===== src/rtl/jtag_master.sv =====
// jtag_master: turns command/response transactions on clk into TCK/TMS/TDI for the on-chip TAP.
// Define JTAG_MASTER_RUNTEST_EN to build the run-idle engine; otherwise op 11 completes at once.
//
// state | meaning
// IDLE  | waiting for a command, tck parked low
// HDR   | TMS walk into Shift-IR/Shift-DR, or the full TAP reset sequence for op 00
// SHIFT | N bits of TDI out / TDO in, TMS high on the last bit
// TRAIL | Exit1 -> Update -> Run-Test/Idle
// RUN   | N TCK cycles with TMS low (run-idle build only)
// RESP  | response held, no TCK activity, until rsp_ready
module jtag_master #(
    parameter int CLK_DIV = 4,
    parameter int MAX_LEN = 32
) (
    input  logic               clk,
    input  logic               rst_n,
    input  logic               cmd_valid,
    output logic               cmd_ready,
    input  logic [1:0]         cmd_op,
    input  logic [5:0]         cmd_len,
    input  logic [MAX_LEN-1:0] cmd_data,
    output logic               rsp_valid,
    input  logic               rsp_ready,
    output logic [MAX_LEN-1:0] rsp_data,
    output logic               tck,
    output logic               tms,
    output logic               tdi,
    input  logic               tdo
);

    localparam int CW = ($clog2(MAX_LEN + 1) > 3) ? $clog2(MAX_LEN + 1) : 3;
    localparam int IW = (MAX_LEN > 1) ? $clog2(MAX_LEN) : 1;
    localparam int DW = (CLK_DIV > 1) ? $clog2(CLK_DIV) : 1;
    localparam logic [DW-1:0] DIV_LOAD = DW'(CLK_DIV - 1);

    localparam logic [2:0] S_IDLE  = 3'd0;
    localparam logic [2:0] S_HDR   = 3'd1;
    localparam logic [2:0] S_SHIFT = 3'd2;
    localparam logic [2:0] S_TRAIL = 3'd3;
`ifdef JTAG_MASTER_RUNTEST_EN
    localparam logic [2:0] S_RUN   = 3'd4;
`endif
    localparam logic [2:0] S_RESP  = 3'd5;

    localparam logic [1:0] OP_RESET = 2'b00;
    localparam logic [1:0] OP_IR    = 2'b01;
    localparam logic [1:0] OP_DR    = 2'b10;

    // Header TMS patterns, LSB is the first TCK cycle.
    localparam logic [6:0] HDR_RESET = 7'b0111111;
    localparam logic [6:0] HDR_IR    = 7'b0000011;
    localparam logic [6:0] HDR_DR    = 7'b0000001;

    logic [2:0]         r_state;
    logic [1:0]         r_op;
    logic [CW-1:0]      r_len_m1;
    logic [CW-1:0]      r_cnt;
    logic [IW-1:0]      r_idx;
    logic [MAX_LEN-1:0] r_data;
    logic [MAX_LEN-1:0] r_rsp;
    logic [6:0]         r_seq;
    logic [DW-1:0]      r_div;
    logic               r_tck;
    logic               r_tms;
    logic               r_tdi;
    logic               r_rsp_valid;

    logic [CW-1:0]      w_len_eff;
    logic [CW-1:0]      w_len_m1;
    logic [IW-1:0]      w_idx_nxt;

    always_comb begin
        w_len_eff = CW'(cmd_len);
        if (cmd_len == 6'd0 || int'(cmd_len) > MAX_LEN)
            w_len_eff = CW'(MAX_LEN);
    end

    assign w_len_m1  = w_len_eff - CW'(1);
    assign w_idx_nxt = r_idx + IW'(1);

    always_ff @(posedge clk or negedge rst_n) begin
        if (!rst_n) begin
            r_state     <= S_IDLE;
            r_op        <= OP_RESET;
            r_len_m1    <= '0;
            r_cnt       <= '0;
            r_idx       <= '0;
            r_data      <= '0;
            r_rsp       <= '0;
            r_seq       <= '0;
            r_div       <= '0;
            r_tck       <= 1'b0;
            r_tms       <= 1'b1;
            r_tdi       <= 1'b0;
            r_rsp_valid <= 1'b0;
        end else begin
            case (r_state)
                S_IDLE: begin
                    if (cmd_valid) begin
                        r_op     <= cmd_op;
                        r_len_m1 <= w_len_m1;
                        r_data   <= cmd_data;
                        r_rsp    <= '0;
                        r_div    <= DIV_LOAD;
                        r_idx    <= '0;
                        r_tdi    <= 1'b0;
                        // The accept edge is also the start of the first low phase.
                        case (cmd_op)
                            OP_RESET: begin
                                r_state <= S_HDR;
                                r_cnt   <= CW'(6);
                                r_tms   <= HDR_RESET[0];
                                r_seq   <= {1'b0, HDR_RESET[6:1]};
                            end
                            OP_IR: begin
                                r_state <= S_HDR;
                                r_cnt   <= CW'(3);
                                r_tms   <= HDR_IR[0];
                                r_seq   <= {1'b0, HDR_IR[6:1]};
                            end
                            OP_DR: begin
                                r_state <= S_HDR;
                                r_cnt   <= CW'(2);
                                r_tms   <= HDR_DR[0];
                                r_seq   <= {1'b0, HDR_DR[6:1]};
                            end
                            default: begin
`ifdef JTAG_MASTER_RUNTEST_EN
                                r_state <= S_RUN;
                                r_cnt   <= w_len_m1;
                                r_tms   <= 1'b0;
`else
                                r_state     <= S_RESP;
                                r_rsp_valid <= 1'b1;
`endif
                            end
                        endcase
                    end
                end

                S_RESP: begin
                    if (rsp_ready) begin
                        r_rsp_valid <= 1'b0;
                        r_state     <= S_IDLE;
                    end
                end

                default: begin
                    if (r_div != '0) begin
                        r_div <= r_div - DW'(1);
                    end else begin
                        r_div <= DIV_LOAD;
                        if (!r_tck) begin
                            r_tck <= 1'b1;
                            if (r_state == S_SHIFT)
                                r_rsp[r_idx] <= tdo;
                        end else begin
                            // End of a TCK cycle: set up TMS/TDI for the next low phase.
                            r_tck <= 1'b0;
                            case (r_state)
                                S_HDR: begin
                                    if (r_cnt != '0) begin
                                        r_cnt <= r_cnt - CW'(1);
                                        r_tms <= r_seq[0];
                                        r_seq <= {1'b0, r_seq[6:1]};
                                    end else if (r_op == OP_RESET) begin
                                        r_state     <= S_RESP;
                                        r_rsp_valid <= 1'b1;
                                    end else begin
                                        r_state <= S_SHIFT;
                                        r_cnt   <= r_len_m1;
                                        r_tms   <= (r_len_m1 == '0);
                                        r_tdi   <= r_data[0];
                                    end
                                end
                                S_SHIFT: begin
                                    if (r_cnt != '0) begin
                                        r_cnt <= r_cnt - CW'(1);
                                        r_idx <= w_idx_nxt;
                                        r_tdi <= r_data[w_idx_nxt];
                                        r_tms <= (r_cnt == CW'(1));
                                    end else begin
                                        r_state <= S_TRAIL;
                                        r_cnt   <= CW'(1);
                                        r_tms   <= 1'b1;
                                        r_tdi   <= 1'b0;
                                    end
                                end
                                S_TRAIL: begin
                                    if (r_cnt != '0) begin
                                        r_cnt <= r_cnt - CW'(1);
                                        r_tms <= 1'b0;
                                    end else begin
                                        r_state     <= S_RESP;
                                        r_rsp_valid <= 1'b1;
                                    end
                                end
`ifdef JTAG_MASTER_RUNTEST_EN
                                S_RUN: begin
                                    if (r_cnt != '0) begin
                                        r_cnt <= r_cnt - CW'(1);
                                    end else begin
                                        r_state     <= S_RESP;
                                        r_rsp_valid <= 1'b1;
                                    end
                                end
`endif
                                default: begin
                                    r_state <= S_IDLE;
                                end
                            endcase
                        end
                    end
                end
            endcase
        end
    end

    assign cmd_ready = (r_state == S_IDLE);
    assign rsp_valid = r_rsp_valid;
    assign rsp_data  = r_rsp;
    assign tck       = r_tck;
    assign tms       = r_tms;
    assign tdi       = r_tdi;

endmodule


===== config.mk =====
export PLATFORM = sky130hd
export DESIGN_NAME = jtag_master
export DESIGN_NICKNAME = d
export VERILOG_FILES = /design/src/rtl/jtag_master.sv
export SDC_FILE = /design/constraint.sdc
export NUM_CORES = 1
export LEC_CHECK = 0
export ABC_AREA = 1
export BUFFER_PORTS_ARGS = -buffer_cell sky130_fd_sc_hd__buf_2
export CAP_MARGIN = 20
export CORE_ASPECT_RATIO = 1.25
export CORE_MARGIN = 2
export CORE_UTILIZATION = 35
export DETAILED_ROUTE_END_ITERATION = 12
export GPL_TIMING_DRIVEN = 0
export HOLD_SLACK_MARGIN = 0.06
export SYNTH_ARGS = -nofsm -noshare
export SYNTH_HDL_FRONTEND = slang
export SYNTH_SLANG_ARGS = --single-unit

===== constraint.sdc =====
create_clock -name clk -period 2 [get_ports clk]
set_input_delay 0.2 -clock clk [delete_from_list [all_inputs] [get_ports clk]]
set_output_delay 0.2 -clock clk [all_outputs]
set_load 0.02 [all_outputs]

## Yosys cells after proc, flatten, opt, wreduce, memory -nomap -nowiden

Cells that the tools add are included.

| word-level totals | value |
|---|---|
| bits of input ports | 45 |
| memories | 0 |
| memory bits (read-only) | 0 |
| logic and storage cells | 154 |
| register bits | 99 |
| memory bits (writable) | 0 |
| bits in latches | 0 |

| operators by class | value |
|---|---|
| shifts and indexed selects | 0 |
| reduce and logical (&&, ||, !) cells | 30 |
| mux-type cells | 77 |
| multiply operators | 0 |
| div/mod/pow operators | 0 |
| equal/unequal tests | 23 |
| $add $sub $neg | 4 |
| magnitude comparators | 4 |
| bitwise operators | 3 |

Operator list:

| operator | count |
|---|---|
| 2-to-1 mux 32 bit | 4 |
| case mux 32 bit (2 select lines) | 1 |
| 2-to-1 mux 6 bit | 8 |
| case mux 6 bit (3 select lines) | 2 |
| 2-to-1 mux 7 bit | 5 |
| bitwise mux 32 bit | 1 |
| 2-to-1 mux 3 bit | 9 |
| 2-to-1 mux 1 bit | 25 |
| 2-to-1 mux 5 bit | 5 |
| case mux 7 bit (3 select lines) | 1 |
| AND reduction 7 bit | 3 |
| AND reduction 8 bit | 2 |
| case mux 7 bit (2 select lines) | 1 |
| logical NOT 6 bit | 2 |
| < comparator 5 x 6 -> 1 bit (second input constant) | 2 |
| inequality test 2 bit (second input constant) | 6 |
| inequality test 4 bit (second input constant) | 3 |
| case mux 6 bit (2 select lines) | 1 |
| subtractor 6 x 1 -> 6 bit (second input constant) | 2 |
| case mux 1 bit (2 select lines) | 5 |
| case mux 5 bit (2 select lines) | 1 |
| nonzero test 2 bit | 5 |
| inequality test 3 bit (second input constant) | 3 |
| case mux 3 bit (3 select lines) | 1 |
| other kinds (33) | 43 |

## Logic depth before layout (Yosys ltp)

| depth | value |
|---|---|
| word-level depth | 9 |
| gate-level depth with buffers | 13 |

## Least setup slack after synthesis

No wires, ideal clock.

| timing path | value |
|---|---|
| path kind | register to register |
| start | register r_idx[0] |
| end | register r_tdi, in the netlist tdi |
| arrival | 1.795 ns |
| library setup time | 0.117 ns |
| data required time | 1.883 ns |
| stages on the path, launching flop included | 14 |
| path slack | 0.089 ns |
| period minus slack after synthesis | 1.911 ns |
| cells stage by stage | dfrtp_1 buf_2 inv_1 ha_1 clkbuf_1 nor2_1 o21ai_0 nand3_1 nand3_1 nand3_1 nand3_1 nand2_1 nand2_1 nand2_1 |

| between the ends | value |
|---|---|
| cells in the longest elaborated chain, start to end | 8 |

Ends and longest elaborated chain:

| element | line | source |
|---|---|---|
| start, declared | 58 | `logic [IW-1:0] r_idx;` |
| start signal, assigned | 179 | `r_idx <= w_idx_nxt;` |
| adder 5 x 1 -> 5 bit | 79 | `assign w_idx_nxt = r_idx + IW'(1);` |
| binary-select mux 1 bit (select 5 bit) | 180 | `r_tdi <= r_data[w_idx_nxt];` |
| 2-to-1 mux 1 bit (not written as such) | 180 |  |
| 2-to-1 mux 1 bit | 177 | `if (r_cnt != '0) begin` |
| case mux 1 bit (2 select lines) | 160 | `case (r_state)` |
| 2-to-1 mux 1 bit | 153 | `if (!r_tck) begin` |
| 2-to-1 mux 1 bit | 149 | `if (r_div != '0) begin` |
| case mux 1 bit (2 select lines) | 97 | `case (r_state)` |
| end signal, assigned | 173 | `r_tdi <= r_data[0];` |
| end signal, assigned | 180 |  |
| end, declared | 65 | `logic r_tdi;` |

No other way between the ends. The select of a mux whose other input is x is not followed.
A chain may end at the register's enable or synchronous reset.

## Worst setup path in the final report

Ends and elaborated chain as after synthesis.

==> impl_metrics.toml <==
[routing]
drc = 0
via_per_inst = 4.93
antenna_left = 0
wirelength_mm = 13.6
route.vias.total = 4738
drt_pass1_iterations = 5
routedWlPerCell_um = 14.2
drt_iter0_drc = 266

[synth]
synth_fa_ha_area_share_pct = 2.90
synth_edf_count = 0
synthMuxAreaShare_pct = 0
synthCells = 669
synth_area_per_cell_um2 = 7.73
synthFlopType = "dfrtp_1"
synth.top_cell.area_share_pct = 46.5
synth_nets = 726
synth_top_family_by_area = "simple AND/OR/NAND/NOR gates"
yosysTopAreaCell = "dfrtp_1"
synth_area_um2 = 5170
ys_top_cells_by_count = "182 x nand2_1, 96 x dfrtp_1, 79 x inv_1"
synth.most_common_cell = "nand2_1"
yosys_warnings = 0
ys_top_cells_by_area = "dfrtp_1 46%, nand2_1 13%, o21ai_0 6.3%"
ys_seq_elements = 97
synthArstFlopShare_pct = 100
yosysUniqueCellTypes = 40
synth_compound_area_share_pct = 16.1
synth_xor_area_share_pct = 1.36
ys_seq_area_share_pct = 47.0
yosys.area_share.simple_pct = 23.6

[timing]
clock_skew_ns = 0.00841
grt_setup_unrepaired = "true"
maxSlewViolCount = 0
slew_headroom_pct = 58.2
max_freq_mhz = 526
worstMarginPinSlew_ns = 0.627
holdWs_ns = 0.0580
min_period_ns = 1.90
post-route-period-util_pct = 95.0
fin_ws_ns = 0.100
finalSetupViolCount = 0
finalHoldViolations = 0

[clock_network]
cts_tree = "built"
clk_latency_ns = 0.36
cts_root_buf = "clkbuf_16"
clk_path_buf_depth = 2
cts.htree.levels = 3
numCtsBuffers = 9
clk_pin_slew_worst_paths_ns = 0.07
cts_sinks = 97

[layout]
diodes = 0
num-nets-final = 835
final_util_pct = 44.4
instances_no_fill = 961
drive_above_1_share_pct = 18.6
area_delta_synth_final_pct = 23.7

[setup_path]
critPathArrivalTime_ns = 2.16
critPathKind = "reg2reg"
end_kind = "flip-flop"
crit_required_ns = 2.26
path_max_fanout = 10
critPathLaunchType = "flip-flop"

[global_routing]
grtUsageTotal_pct = 17.8
grt_antenna_before_repair = 0
grt-ovfl-total = 0
grt_max_degree = 57
grt_pass1_wl_mm = 22.8
grt_pass1_vias = 4650

[floorplanning]
core-area_um2 = 14400
start_util_pct = 35.9
chipHeight_um = 140
dieArea_um2 = 15800
core.rowCount = 49
io_pins = 82
fp.dieW_um = 113

[outcome]
status = "completed"

[hold_path]
min_path_type = "in2reg"

[power_and_ir_drop]
leakage_nw = 3.18
irDropWorstVdd_uv = 504
power_per_cell_area_nw_per_um2 = 1390

[placement]
dp.cells = 929
dpl.hpwl_mm = 9.79
pre_cts_ws_ns = -0.342
place.port_buffers = 81
gp_congestion = 0.836

[flow_run]
maxCapViolations = 0
[kinds of logic after synthesis]
group / count (synthesis)
compound gates: 142
flops: 97
xor+xnor: 8
simple gates: 295
buf+inv: 115
fa+ha+maj: 12
[layout by cell type, fill, tap and decap left out, types with 10 or more instances in the layout]
master / count
ha_1: 10
a21oi_1: 21
nand3_1: 33
dlygate4sd3_1: 15
nand2_1: 181
o22ai_1: 13
dfrtp_1: 95
o31ai_1: 24
o21ai_0: 65
inv_1: 77
inv_2: 10
nor2_1: 62
buf_2: 85
[state kept, by name, summed over array words and instances, names as in the netlist]
signal and cells:
r_cnt 6, r_data 32, r_div 2, r_idx 5, r_len_m1 6, r_op 2, r_seq 5, r_state 3
rsp_data 32, rsp_valid 1, tck 1, tdi 1, tms 1
[power by group]
part	internal [mW]	switching [mW]	total [mW]
registers	2.63	0.364	2.99
logic	1.32	2.59	3.91
clock network	1.17	0.800	1.97
[critical path, stage by stage, from the launching register on]
cell,delay (ns)
dfrtp_2,0.41
buf_6,0.16
clkinvlp_4,0.10
ha_1,0.33
inv_1,0.18
nor2_1,0.07
nand2_1,0.06
nand3_1,0.08
nand3_1,0.09
nand3_1,0.07
nand3_1,0.09
nand2_1,0.06
nand2_1,0.05
nand2_1,0.04
[path summary, 6_finish.rpt]
kind / from / end / slack (ns) / cells after the start
setup / recovery: r_idx[0] / tdi / 0.10 / 13
hold / removal: cmd_data[11] / r_data[11] / 0.06 / 3
setup reg to reg: r_idx[0] / tdi / 0.10 / 13
max in group asynchronous: rst_n / r_idx[0] / 0.93 / 3
min in group asynchronous: rst_n / r_data[16] / 0.37 / 2
hold reg to reg: r_data[11] / r_data[11] / 0.48 / 2
[timing repair]
item,in CTS,in global routing
cloned,0,0
hold buffers,15,0
endpoints found under the hold margin,54,0
resized for setup,5,19
setup buffers,0,1
setup endpoints to repair,6,28
[layer usage]
metal | GRT usage, % | share of wire (%)
met3 | 2.83 | 3.9
met5 | 0 | 0
met2 | 29.4 | 48
met1 | 23.6 | 46
met4 | 6.29 | 2.0
[final cells by class]
cell class	count	area, um2
inverter	91	349
multi-input combinational	457	2320
timing repair buffer	98	593
fill	1447	8010
buffer	24	140
sequential	97	2430
clock buffer	11	253
clock inverter	5	86.3
tap	178	223
[metrics by stage]
step | power, mW | cell area, um2 | TNS [ns]
finish | 8.88 | 6400 | 0
global placement | 6.73 | 5800 | -31.58
floorplan | 5.67 | 5170 | 0
detailed placement | 6.77 | 5830 | -0.684
global route | 9.64 | 6400 | -0.101
CTS | 8.80 | 6330 | -0.106
Power figures use the tool's default switching activity.
